$ cat config.mk
export PLATFORM = sky130hd
export DESIGN_NAME = digit_updown_counter
export DESIGN_NICKNAME = d
export VERILOG_FILES = /design/src/rtl/counter_pkg.sv /design/src/rtl/counter_digit.sv /design/src/rtl/digit_updown_counter.sv
export SDC_FILE = /design/constraint.sdc
export NUM_CORES = 1
export LEC_CHECK = 0
export BUFFER_PORTS_ARGS = -buffer_cell sky130_fd_sc_hd__buf_2
export CAP_MARGIN = 10
export CORE_UTILIZATION = 45
export CTS_CLUSTER_DIAMETER = 80
export CTS_CLUSTER_SIZE = 25
export DETAILED_ROUTE_END_ITERATION = 7
export PLACE_DENSITY = 0.73
export SLEW_MARGIN = 20
export SYNTH_ARGS = -nofsm -noshare
export SYNTH_HDL_FRONTEND = slang
export SYNTH_HIERARCHICAL = 1
export SYNTH_SLANG_ARGS = --single-unit
$ cat constraint.sdc
create_clock -name clk -period 2.8 [get_ports clk]
set_input_delay 0.42 -clock clk [delete_from_list [all_inputs] [get_ports clk]]
set_output_delay 0.42 -clock clk [all_outputs]
set_load 0.005 [all_outputs]
$ cat src/rtl/counter_pkg.sv
// Shared definitions for the cascaded digit counter: width helpers,
// direction encoding and the per-digit action type.
package counter_pkg;

    // Direction encoding as seen on the up input.
    localparam logic DIR_UP = 1'b1;
    localparam logic DIR_DN = 1'b0;

    // What a single digit cell does on the next edge.
    typedef enum logic [1:0] {
        ACT_HOLD = 2'd0,
        ACT_LOAD = 2'd1,
        ACT_INC  = 2'd2,
        ACT_DEC  = 2'd3
    } digit_act_e;

    // Ceiling log2, usable in constant expressions.
    function automatic int clog2(input int value);
        int result;
        result = 0;
        while ((1 << result) < value) begin
            result = result + 1;
        end
        return result;
    endfunction

    // Bit width of one digit of the given radix; never less than one bit.
    function automatic int digit_width(input int radix);
        int w;
        w = clog2(radix);
        return (w < 1) ? 1 : w;
    endfunction

endpackage : counter_pkg

$ cat src/rtl/counter_digit.sv
// One digit of the cascaded up/down counter. Steps modulo RADIX when
// enabled, loads a pre-clamped value, and reports whether it sits at its
// carry (RADIX-1) or borrow (0) limit so the top can build the enable chain.
module counter_digit
    import counter_pkg::*;
#(
    parameter  int RADIX = 10,
    localparam int DW    = digit_width(RADIX)
) (
    input  logic          clk,
    input  logic          reset,
    input  logic          step,
    input  logic          up,
    input  logic          load,
    input  logic [DW-1:0] din,
    output logic [DW-1:0] q,
    output logic          at_max,
    output logic          at_min
);

    localparam logic [DW-1:0] MAX_CODE = DW'(RADIX - 1);

    logic [DW-1:0] q_q;
    logic [DW-1:0] q_d;
    digit_act_e    act;

    // Choose the digit action: load wins over stepping.
    always_comb begin
        // NOTE: every signal written in always_comb is given a default first so no latch is inferred.
        act = ACT_HOLD;
        if (load) begin
            act = ACT_LOAD;
        end else if (step) begin
            act = (up == DIR_UP) ? ACT_INC : ACT_DEC;
        end
    end

    // Next digit value, wrapping at both ends of the radix range.
    always_comb begin
        q_d = q_q;
        unique case (act)
            ACT_LOAD: q_d = din;
            ACT_INC:  q_d = at_max ? '0 : q_q + 1'b1;
            ACT_DEC:  q_d = at_min ? MAX_CODE : q_q - 1'b1;
            default:  q_d = q_q;
        endcase
    end

    // Digit register with synchronous reset to zero.
    always_ff @(posedge clk) begin
        // NOTE: state is updated with non-blocking assignments so every register samples pre-edge values.
        if (reset) begin
            q_q <= '0;
        end else begin
            q_q <= q_d;
        end
    end

    assign q      = q_q;
    assign at_max = (q_q == MAX_CODE);
    assign at_min = (q_q == '0);

endmodule : counter_digit

$ cat src/rtl/digit_updown_counter.sv
// Parametrised multi-digit up/down counter built from cascaded
// counter_digit cells. The top owns load clamping, the carry/borrow enable
// chain, terminal count and the registered wrap pulse.
// Optional build macro DIGIT_COUNTER_SATURATE_EN: the counter holds at
// terminal count instead of rolling over, wrap is tied low and an extra
// combinational output sat = tc & t is provided.
module digit_updown_counter
    import counter_pkg::*;
#(
    parameter  int DIGITS = 4,
    parameter  int RADIX  = 10,
    localparam int DW     = digit_width(RADIX)
) (
    input  logic                 clk,
    input  logic                 reset,
    input  logic                 t,
    input  logic                 up,
    input  logic                 load,
    input  logic [DIGITS*DW-1:0] load_val,
    output logic [DIGITS*DW-1:0] q,
    output logic                 tc,
    output logic                 wrap
`ifdef DIGIT_COUNTER_SATURATE_EN
    ,
    output logic                 sat
`endif
);

    localparam logic [DW-1:0] MAX_CODE = DW'(RADIX - 1);

    logic [DIGITS-1:0] at_max;
    logic [DIGITS-1:0] at_min;
    logic [DIGITS-1:0] en_chain;
    logic [DIGITS-1:0] step;
    logic              hold_at_limit;
    logic              wrap_q;
    logic              wrap_d;

    // Terminal count: every digit at the limit that the current direction rolls over from.
    assign tc = (up == DIR_DN) ? (&at_min) : (&at_max);

`ifdef DIGIT_COUNTER_SATURATE_EN
    assign hold_at_limit = t & tc;
    assign sat           = t & tc;
`else
    assign hold_at_limit = 1'b0;
`endif

    // Enable chain: a digit steps when t is high and every lower digit sits at its limit.
    always_comb begin
        en_chain    = '0;
        en_chain[0] = t;
        for (int i = 1; i < DIGITS; i++) begin
            en_chain[i] = en_chain[i-1] &
                          ((up == DIR_UP) ? at_max[i-1] : at_min[i-1]);
        end
    end

    // Load and saturation both suppress counting for the whole counter.
    assign step = en_chain & {DIGITS{~load & ~hold_at_limit}};

    generate
        for (genvar g = 0; g < DIGITS; g++) begin : g_digit
            logic [DW-1:0] raw_din;
            logic [DW-1:0] din_clamped;

            // Codes at or above RADIX cannot be represented; pin them to the top digit value.
            assign raw_din     = load_val[g*DW +: DW];
            assign din_clamped = (int'(raw_din) >= RADIX) ? MAX_CODE : raw_din;

            counter_digit #(
                .RADIX (RADIX)
            ) u_digit (
                .clk    (clk),
                .reset  (reset),
                .step   (step[g]),
                .up     (up),
                .load   (load),
                .din    (din_clamped),
                .q      (q[g*DW +: DW]),
                .at_max (at_max[g]),
                .at_min (at_min[g])
            );
        end
    endgenerate

    // Wrap fires when a counting edge leaves the terminal value; load or hold clears it.
    always_comb begin
        wrap_d = 1'b0;
`ifndef DIGIT_COUNTER_SATURATE_EN
        wrap_d = t & tc & ~load;
`endif
    end

    // Registered wrap pulse, aligned with the wrapped q value.
    always_ff @(posedge clk) begin
        if (reset) begin
            wrap_q <= 1'b0;
        end else begin
            wrap_q <= wrap_d;
        end
    end

    assign wrap = wrap_q;

endmodule : digit_updown_counter

==> flow_summary.yaml <==
worst_setup_path:
  cpPeakStageDelay_ns: 0.49
  path_cells: "inv_1, ha_1, or3b_2, inv_1, mux2_2, nand2_1, nor2_1, nand2b_2, nor3b_1, nand2_1, a311oi_1"
  setup.worst_path.class: "register to register"
  worst-path-max-fanout: 7
  endpoint_kind: "register"
  crit_path_buffers_inverters: 2
  setup.worst_path.start_class: "register"
  cp.arrival_ns: 2.86
  slowest_stage: "sky130_fd_sc_hd__or3b_2"
  critical-path-top-delay-family: "simple AND/OR/NAND/NOR gates"
  critPathRequiredTime_ns: 2.97
synth:
  netlist_area_sq_um: 1710
  synth-async-reset-ratio_pct: 0
  number_of_synthesized_flops_with_an_enable_pin: 0
  ys_dominant_reg_cell: "sky130_fd_sc_hd__dfxtp_1"
  synth-seq-area-share_pct: 19.9
  net_count_synth: 262
  yosysTopAreaCell: "sky130_fd_sc_hd__dfxtp_1"
  synthDistinctLibCells: 31
  flip_flop_and_latch_count_after_synthesis: 17
  mapped_avg_cell_area_sq_um: 7.45
  largest_cells_by_area_after_synthesis: "sky130_fd_sc_hd__dfxtp_1 20%, sky130_fd_sc_hd__ha_1 8.8%, sky130_fd_sc_hd__o21ai_0 8.2%"
  synthCells: 229
  synthDominantCellAreaShare_pct: 19.9
  yosysWarnings: 6
global_route:
  grt_antenna_before_repair: 0
  first_pass_grt_wire_length_um: 7270
  first_global_vias: 1665
  overflow: 0
  grt_max_degree: 30
  globalRouteTotalUtil_pct: 22.1
timing:
  final.hold.worst_slack_ns: 0.430
  achievable-frequency_mhz: 371
  period_utilization_pct: 96.3
  worst_slew_margin_pct: 64.6
  finalMaxSlewViolations: 0
  rsz0062_at_grt: "yes"
  final_hold_viol_count: 0
  finalSetupViolations: 0
  final.min_clock_period_ns: 2.70
  worst_clock_skew_ns: 0.00770
  postLayoutSetupSlackWorst_ns: 0.103
  max_slew.worst_pin.slew_ns: 0.530
power:
  power.density_cell_area_nw_per_um2: 348
  post_layout_total_power_uw: 702
  leakage_uw: 0.000839
  vdd_ir_drop_max_mv: 0.180
floorplan:
  die_width_um: 63.6
  die_area_sq_um: 4040
  num_rows: 22
  initial_utilization_pct: 46.6
  num_io_pins: 39
  design.core.area_sq_um: 3660
  fp.dieH_um: 63.6
clock_tree:
  cts.htree.levels: 1
  cts-root-to-sink-buffers: 2
  tritoncts_clock_tree: "done"
  skew_pair_late_insertion_delay_ns: 0.26
  clk_pin_slew_worst_paths_ns: 0.07
  postCtsSetupRepairBufs: 0
  clock_sink_count: 17
  postCtsResizedCells: 0
  holdBufCountCts: 0
  clk_root_buffer_cell: "sky130_fd_sc_hd__clkbuf_8"
  cts_made_buffers: 3
detailed_routing:
  wl_um: 4230
  drc: 0
  antenna_left: 0
  detailroute.via_count: 1805
  wl_per_cell_um: 13.3
  drt-initial-drc-count: 60
  route.detailed.vias_per_inst: 5.66
  drt_pass1_iterations: 4
placed_design:
  placement.setup.worst_slack_ns: 0.147
  port_buffers: 38
  gp_congestion: 0.958
  hpwl_um: 3150
  post-place-cells: 315
outcome:
  run_status: "finished clean"
flow_run:
  timing.max_cap.violations: 0
layout:
  area_growth_pct: 18.2
  layoutNonFillerInstCount: 319
  fin_nets: 305
  diodes_inserted: 0
  fin_util_pct: 55.1
  fraction_of_layout_instances_using_a_drive_strength_above_1_pct: 23.2
min_path:
  hold_class: "input pin to register"
==> state kept, by name, summed over array words and instances (netlist names) <==
| name | flops |
|---|---|
| g_digit.u_digit/q | 16 |
| wrap | 1 |
==> Yosys cell counts (all sizes together), types with 4 or more instances <==
| cell type | count |
|---|---|
| inv | 26 |
| a2111oi | 5 |
| and3b | 4 |
| nor2b | 13 |
| a32oi | 5 |
| ha | 12 |
| a311o | 4 |
| nand3 | 9 |
| dfxtp | 17 |
| mux2i | 4 |
| nor3 | 12 |
| clkbuf | 4 |
| a21oi | 9 |
| a211oi | 4 |
| o21a | 4 |
| nor2 | 13 |
| nand3b | 4 |
| nor3b | 8 |
| a31oi | 4 |
| or3b | 4 |
| nand2b | 13 |
| o211ai | 4 |
| nand2 | 11 |
| a311oi | 4 |
| o21ai | 28 |
==> placed cells by master, fill, tap and decap left out, drive strengths merged, types with 5 or more instances in the layout <==
cell / instances
nand2b: 13
ha: 12
dfxtp: 17
nand3: 9
nor3: 12
a2111oi: 5
nor2b: 13
buf: 42
o21ai: 28
nor3b: 8
a21oi: 9
a32oi: 5
nand2: 11
nor2: 13
inv: 26
==> cells by family (layout without fill, tap and decap cells) <==
group                    Yosys count  after routing  synth area share, %
multiplexers                       5              5                 3.01
buffers and inverters             30             72                 6.60
AO/OA/AOI/OAI                     71             71                 29.0
flip-flops                        17             17                 19.9
adder cells (fa/ha/maj)           12             12                 8.80
AND/OR/NAND/NOR                   94             94                 32.7
==> per-layer routing <==
layer | vias to the layer above | global-route usage, % | wire [um]
met5 | - | 0 | 0
met1 | 834 | 28.8 | 2000
met2 | 51 | 37.8 | 2030
li1 | 918 | - | -
met4 | 0 | 5.68 | 23
met3 | 2 | 2.72 | 174
==> where the power goes <==
part           internal, uW  switching (uW)
clock                   101            99.6
combinational          98.3             117
sequential              258            27.5
==> through the flow <==
| step | cell area, sq um | setup TNS, ns |
|---|---|---|
| final | 2020 | 0 |
| after global routing | 2020 | -0.228 |
| after CTS | 2020 | 0 |
| after detailed placement | 1970 | 0 |
| after global placement | 1970 | 0 |
| after floorplan | 1710 | 0 |
==> layout make-up <==
class                      count  area [sq um]
clock buffer                   4          45.0
tap                           48          60.1
inverter                      26          97.6
sequential                    17           340
timing repair buffer          42           220
fill                         389          1640
multi-input combinational    182          1250
==> worst paths after layout <==
path | from | endpoint | slack (ns) | cells past startpoint
setup / recovery | g_digit[0].u_digit/q[0] | g_digit[3].u_digit/q[1] | 0.10 | 11
hold / removal | t | wrap | 0.43 | 3
setup reg to reg | g_digit[0].u_digit/q[0] | g_digit[3].u_digit/q[1] | 0.10 | 11
hold reg to reg | g_digit[1].u_digit/q[0] | g_digit[1].u_digit/q[0] | 0.57 | 3
==> worst reg2reg max path, stage by stage, from the launching register on <==
cell	delay (ns)
sky130_fd_sc_hd__dfxtp_1	0.37
sky130_fd_sc_hd__inv_1	0.10
sky130_fd_sc_hd__ha_1	0.23
sky130_fd_sc_hd__or3b_2	0.49
sky130_fd_sc_hd__inv_1	0.10
sky130_fd_sc_hd__mux2_2	0.14
sky130_fd_sc_hd__nand2_1	0.08
sky130_fd_sc_hd__nor2_1	0.39
sky130_fd_sc_hd__nand2b_2	0.13
sky130_fd_sc_hd__nor3b_1	0.26
sky130_fd_sc_hd__nand2_1	0.09
sky130_fd_sc_hd__a311oi_1	0.25
(Power assumes the default switching activity.)
